**config.mk**
```make
export PLATFORM = sky130hd
export DESIGN_NAME = uart_tx_framer
export DESIGN_NICKNAME = d
export VERILOG_FILES = /design/src/rtl/uart_pkg.sv /design/src/rtl/uart_tx_serializer.sv /design/src/rtl/uart_tx_framer.sv
export SDC_FILE = /design/constraint.sdc
export NUM_CORES = 1
export LEC_CHECK = 0
export ABC_AREA = 1
export BUFFER_PORTS_ARGS = -buffer_cell sky130_fd_sc_hd__buf_4
export CORE_MARGIN = 3
export CORE_UTILIZATION = 37
export DETAILED_ROUTE_END_ITERATION = 7
export GPL_TIMING_DRIVEN = 0
export SETUP_SLACK_MARGIN = 0.15
export SLEW_MARGIN = 20
export SYNTH_ARGS = -nofsm -noshare
export SYNTH_HDL_FRONTEND = slang
export SYNTH_HIERARCHICAL = 1
export SYNTH_SLANG_ARGS = --single-unit
```
**constraint.sdc**
```tcl
create_clock -name CLK -period 1.7 [get_ports CLK]
set_input_delay 0.17 -clock CLK [delete_from_list [all_inputs] [get_ports CLK]]
set_output_delay 0.17 -clock CLK [all_outputs]
set_load 0.05 [all_outputs]
```
**src/rtl/uart_pkg.sv**
```systemverilog
// ----------------------------------------------------------------------------
// uart_pkg
// Shared definitions for the UART transmit framer.
//   - tx_state_e  : framer FSM states (PARITY exists only when the
//                   UART_TX_PARITY_EN macro is defined)
//   - line levels : TX_IDLE_LVL, START_BIT, STOP_BIT
//   - parity type : PAR_EVEN, PAR_ODD
//   - parity_bit(): turns an XOR-reduced payload into the transmitted bit
// ----------------------------------------------------------------------------
package uart_pkg;

    localparam logic TX_IDLE_LVL = 1'b1;
    localparam logic START_BIT   = 1'b0;
    localparam logic STOP_BIT    = 1'b1;

    localparam logic PAR_EVEN = 1'b0;
    localparam logic PAR_ODD  = 1'b1;

    // Explicit encodings keep STOP at the same code whether or not PARITY
    // is compiled in.
    typedef enum logic [2:0] {
        IDLE   = 3'd0,
        START  = 3'd1,
        DATA   = 3'd2,
`ifdef UART_TX_PARITY_EN
        PARITY = 3'd3,
`endif
        STOP   = 3'd4
    } tx_state_e;

    // Even parity transmits the XOR of the payload; odd parity transmits
    // its inverse so the total count of ones (payload + parity) is odd.
    function automatic logic parity_bit(input logic data_xor, input logic par_typ);
        return (par_typ == PAR_ODD) ? ~data_xor : data_xor;
    endfunction

endpackage

```
**src/rtl/uart_tx_serializer.sv**
```systemverilog
// ----------------------------------------------------------------------------
// uart_tx_serializer
// Payload shift register and bit counter for the UART framer.
// Ports:
//   CLK, RST  : clock, asynchronous active-low reset
//   load      : capture data, clear counter and done
//   data      : parallel payload (DATA_WIDTH bits)
//   shift     : bit_out is being consumed; advance to the next bit
//   bit_out   : next payload bit to place on the line (LSB first)
//   done      : the last payload bit has been handed out; the counter
//               has already wrapped back to 0
// ----------------------------------------------------------------------------
module uart_tx_serializer
    import uart_pkg::*;
#(
    parameter int DATA_WIDTH = 8
) (
    input  logic                  CLK,
    input  logic                  RST,
    input  logic                  load,
    input  logic [DATA_WIDTH-1:0] data,
    input  logic                  shift,
    output logic                  bit_out,
    output logic                  done
);

    localparam int CNT_W = (DATA_WIDTH > 1) ? $clog2(DATA_WIDTH) : 1;
    localparam logic [CNT_W-1:0] LAST = CNT_W'(DATA_WIDTH - 1);

    logic [DATA_WIDTH-1:0] shreg;
    logic [CNT_W-1:0]      cnt;

    // NOTE: state registers use non-blocking assignments so every flop
    // samples the pre-edge values of the others, independent of block order.
    always_ff @(posedge CLK or negedge RST) begin
        if (!RST) begin
            shreg <= '0;
            cnt   <= '0;
            done  <= 1'b0;
        end else if (load) begin
            shreg <= data;
            cnt   <= '0;
            done  <= 1'b0;
        end else if (shift) begin
            shreg <= shreg >> 1;
            if (cnt == LAST) begin
                cnt  <= '0;
                done <= 1'b1;
            end else begin
                cnt  <= cnt + 1'b1;
                done <= 1'b0;
            end
        end
    end

    assign bit_out = shreg[0];

endmodule

```
**src/rtl/uart_tx_framer.sv**
```systemverilog
// ----------------------------------------------------------------------------
// uart_tx_framer
// UART transmit framer: START bit, DATA_WIDTH payload bits LSB first,
// optional parity bit, one STOP bit. TX_OUT and Busy are registered.
// A request arriving during STOP starts the next frame with no idle gap;
// requests during START/DATA/PARITY are ignored.
// Build option: define UART_TX_PARITY_EN to include the parity bit
// (PAR_EN / PAR_TYP); without it both inputs are ignored.
// Ports:
//   CLK        : bit clock, one serial bit per rising edge
//   RST        : asynchronous active-low reset
//   P_DATA     : payload to send (DATA_WIDTH bits)
//   Data_Valid : single-cycle send request
//   PAR_EN     : insert parity bit when 1
//   PAR_TYP    : 0 even, 1 odd parity
//   TX_OUT     : serial line, idles high
//   Busy       : high while a frame occupies the line
// ----------------------------------------------------------------------------
module uart_tx_framer
    import uart_pkg::*;
#(
    parameter int DATA_WIDTH = 8
) (
    input  logic                  CLK,
    input  logic                  RST,
    input  logic [DATA_WIDTH-1:0] P_DATA,
    input  logic                  Data_Valid,
    input  logic                  PAR_EN,
    input  logic                  PAR_TYP,
    output logic                  TX_OUT,
    output logic                  Busy
);

    tx_state_e state, state_nx;
    logic      tx_nx, busy_nx;
    logic      ser_load, ser_shift, ser_bit, ser_done;

    uart_tx_serializer #(
        .DATA_WIDTH(DATA_WIDTH)
    ) u_serializer (
        .CLK     (CLK),
        .RST     (RST),
        .load    (ser_load),
        .data    (P_DATA),
        .shift   (ser_shift),
        .bit_out (ser_bit),
        .done    (ser_done)
    );

`ifdef UART_TX_PARITY_EN
    // The shift register is consumed as the frame goes out, so parity works
    // from a separate copy of the payload captured at the same edge.
    logic [DATA_WIDTH-1:0] data_q;
    logic                  par_en_q, par_typ_q, par_bit;

    // NOTE: these are plain control/data registers, so they get a reset
    // value; only true memory arrays are left unreset.
    always_ff @(posedge CLK or negedge RST) begin
        if (!RST) begin
            data_q    <= '0;
            par_en_q  <= 1'b0;
            par_typ_q <= PAR_EVEN;
        end else if (ser_load) begin
            data_q    <= P_DATA;
            par_en_q  <= PAR_EN;
            par_typ_q <= PAR_TYP;
        end
    end

    assign par_bit = parity_bit(^data_q, par_typ_q);
`else
    logic unused_par_cfg;
    assign unused_par_cfg = PAR_EN ^ PAR_TYP;
`endif

    // The combinational block computes the value each output takes after the
    // coming edge, so TX_OUT and Busy leave the flops with no output decode.
    // NOTE: every signal gets a default before the case so no path leaves
    // one unassigned, which would otherwise infer a latch.
    always_comb begin
        state_nx  = state;
        tx_nx     = TX_IDLE_LVL;
        busy_nx   = 1'b1;
        ser_load  = 1'b0;
        ser_shift = 1'b0;
        case (state)
            IDLE, STOP: begin
                if (Data_Valid) begin
                    state_nx = START;
                    tx_nx    = START_BIT;
                    ser_load = 1'b1;
                end else begin
                    state_nx = IDLE;
                    busy_nx  = 1'b0;
                end
            end
            START: begin
                state_nx  = DATA;
                tx_nx     = ser_bit;
                ser_shift = 1'b1;
            end
            DATA: begin
                if (!ser_done) begin
                    tx_nx     = ser_bit;
                    ser_shift = 1'b1;
                end
`ifdef UART_TX_PARITY_EN
                else if (par_en_q) begin
                    state_nx = PARITY;
                    tx_nx    = par_bit;
                end
`endif
                else begin
                    state_nx = STOP;
                    tx_nx    = STOP_BIT;
                end
            end
`ifdef UART_TX_PARITY_EN
            PARITY: begin
                state_nx = STOP;
                tx_nx    = STOP_BIT;
            end
`endif
            default: begin
                state_nx = IDLE;
                busy_nx  = 1'b0;
            end
        endcase
    end

    always_ff @(posedge CLK or negedge RST) begin
        if (!RST) begin
            state  <= IDLE;
            TX_OUT <= TX_IDLE_LVL;
            Busy   <= 1'b0;
        end else begin
            state  <= state_nx;
            TX_OUT <= tx_nx;
            Busy   <= busy_nx;
        end
    end

endmodule

```
==> flow_summary.json <==
{
  "relSlewSlack_pct": 85.1,
  "wl_met1_um": 696,
  "post_drt_wl_per_cell_um": 10.2,
  "synth_top_area_share_pct": 48.4,
  "numCtsBuffers": 3,
  "synth_edf_count": 0,
  "cts_resized": 0,
  "max_cap_violations": 0,
  "grt_use_total_pct": 12.9,
  "synthTopCellsByCount": "nand2_1 (41), dfrtp_1 (16), inv_1 (9)",
  "fp.dieArea_um2": 2840,
  "grt_first_pass_wirelength_mm": 2.61,
  "cts_root_buf": "clkbuf_4",
  "ys_warn_count": 6,
  "die_x_um": 53.3,
  "place_area_um2": 951,
  "cts_setup_buffers": 0,
  "ys_seq_elements": 17,
  "p_per_area_nw_per_um2": 1720,
  "antenna_found_initial": 0,
  "antenna_cells": 0,
  "cts_buffer_depth": 2,
  "path_cells": "nor2_2, nand2_2, o21ai_1, buf_6, nor2_4, buf_6, nand2_1, nand3_2",
  "cts_tree": "done",
  "yosysUniqueCellTypes": 16,
  "rsz0062_at_grt": "no",
  "required_ps": 1880,
  "synth_async_sr_flop_share_pct": 100,
  "p_leak_nw": 0.546,
  "yosysTopAreaCell": "dfrtp_1",
  "drive_above_1_share_pct": 26.3,
  "detail-route-antenna-nets": 0,
  "top_layer": "met4",
  "pin_count": 15,
  "fmax_ghz": 0.718,
  "clkTransAtPathRegs_ps": 110,
  "wl_met2_um": 631,
  "skew_ps": 15.7,
  "hold_ws_ps": 75.6,
  "critPathTopFamily": "flip-flops",
  "hold_viol": 0,
  "cts_sinks": 17,
  "min_period_ps": 1390,
  "synth_most_common_cell": "nand2_1",
  "critPathMaxStageDelay_ps": 440,
  "dp_cells": 136,
  "rows": 16,
  "status": "finished, final reports clean",
  "wl_met3_um": 93,
  "worstSkewPairLatency_ps": 300,
  "synth_seq_area_share_pct": 51.6,
  "die_y_um": 53.3,
  "drt_wl_total_mm": 1.45,
  "synth-main-ff-cell": "dfrtp_1",
  "dr.pass1.iters": 4,
  "final_nets": 130,
  "dpl.hpwl_mm": 1.02,
  "syn-cell-area_um2": 827,
  "io_buffers": 12,
  "ctsHoldBuffers": 1,
  "cp_slowest_cell": "dfrtp_1",
  "worst_pin_slew_ps": 223,
  "fin_crit_sh_pct": 81.9,
  "netlist_instances": 97,
  "synth.avg_cell_area_um2": 8.53,
  "final_cells": 141,
  "globalplace.congestion": 0.676,
  "fin_area_um2": 988,
  "path_class": "register to register",
  "setup-violations-final": 0,
  "htree_levels": 1,
  "tns_ps": 0,
  "drc": 0,
  "grt_max_degree": 18,
  "via_per_inst": 4.64,
  "start_kind": "register",
  "core-area_um2": 2040,
  "worstSetupEndpointType": "register",
  "synth_nets": 112,
  "crit_top_cell": "buf_6",
  "synthTopCellsByArea": "dfrtp_1 (48%), nand2_1 (19%), nand3_1 (4.8%)",
  "vias": 654,
  "arrival_ps": 1580,
  "critPathBufInv": 2,
  "initial_core_util_pct": 40.5,
  "irDropWorstVdd_uv": 899,
  "first_global_vias": 606,
  "grt_overflow_total": 0,
  "syn2layout_area_growth_pct": 19.5,
  "drv_slew": 0,
  "worstHoldPathType": "input port to register",
  "worst-path-max-fanout": 10,
  "first_iter_violations": 10
}
## worst register-to-register path, stage by stage, from the launching register on
cell	delay (ps)
dfrtp_1	440
nor2_2	130
nand2_2	90
o21ai_1	150
buf_6	160
nor2_4	50
buf_6	140
nand2_1	70
nand3_2	50
## cell usage in the layout, fill, tap and decap left out
cell           count
dlygate4sd3_1      1
or2_1              1
nand4_1            1
o21ai_1            2
buf_4             12
inv_2              1
ha_1               2
dfstp_2            1
nor2_4             1
clkbuf_4           3
buf_6              3
clkinv_2           1
nor2_2             2
nand2_2            2
nand3_2            4
nand3_1            8
dfrtp_1           16
inv_1              9
nor2_1             3
nand2_1           41
## worst paths after layout
kind | slack, ps | cells past startpoint | endpoint | from
min | 80 | 3 | u_serializer/shreg[4] | P_DATA[4]
max in group asynchronous | 1200 | 2 | TX_OUT | RST
max reg2reg | 310 | 8 | u_serializer/shreg[5] | state[0]
min in group asynchronous | 250 | 2 | state[0] | RST
max | 310 | 8 | u_serializer/shreg[5] | state[0]
min reg2reg | 480 | 2 | u_serializer/shreg[7] | u_serializer/shreg[7]
## cell type report
class                      instances  area, µm²
inverter                          10       37.5
clock buffer                       3       22.5
tap                               27       33.8
buffer                             3       33.8
fill                             207       1050
timing repair buffer              13        100
multi-input combinational         67        329
clock inverter                     1       5.00
sequential                        17        427
## registers in the layout (all words and copies together), names as in the netlist
| register | flops |
|---|---|
| u_serializer/shreg | 8 |
| Busy | 1 |
| state | 3 |
| u_serializer/done | 1 |
| TX_OUT | 1 |
| u_serializer/cnt | 3 |
## layer usage
metal | vias to the layer above | GRT usage, %
met5 | - | 0
met4 | 0 | 5.11
met3 | 5 | 5.35
met2 | 12 | 19.2
met1 | 301 | 16.2
li1 | 336 | -
## power breakdown
part | switching (mW) | total, mW | internal, mW
registers | 0.0923 | 0.670 | 0.578
logic | 0.495 | 0.811 | 0.316
clock network | 0.133 | 0.220 | 0.0877
total | 0.720 | 1.70 | 0.981
## metrics by stage
step | power [mW] | utilization [%] | setup WS [ps]
6_report | 1.70 | 48.4 | 307
5_1_grt | 1.88 | 48.4 | 173
4_1_cts | 1.73 | 48.4 | 304
3_5_place_dp | 1.50 | 46.6 | 337
3_3_place_gp | 1.48 | 46.6 | 345
2_1_floorplan | 1.31 | - | 430
## logic make-up after synthesis
logic type | Yosys count | share of synthesized area (%)
flip-flops | 17 | 51.6
buffers and inverters | 13 | 8.62
AND/OR/NAND/NOR | 63 | 35.6
AO/OA/AOI/OAI | 2 | 1.21
adder cells (fa/ha/maj) | 2 | 3.03
Note: power is estimated with default switching activity, not from simulation.
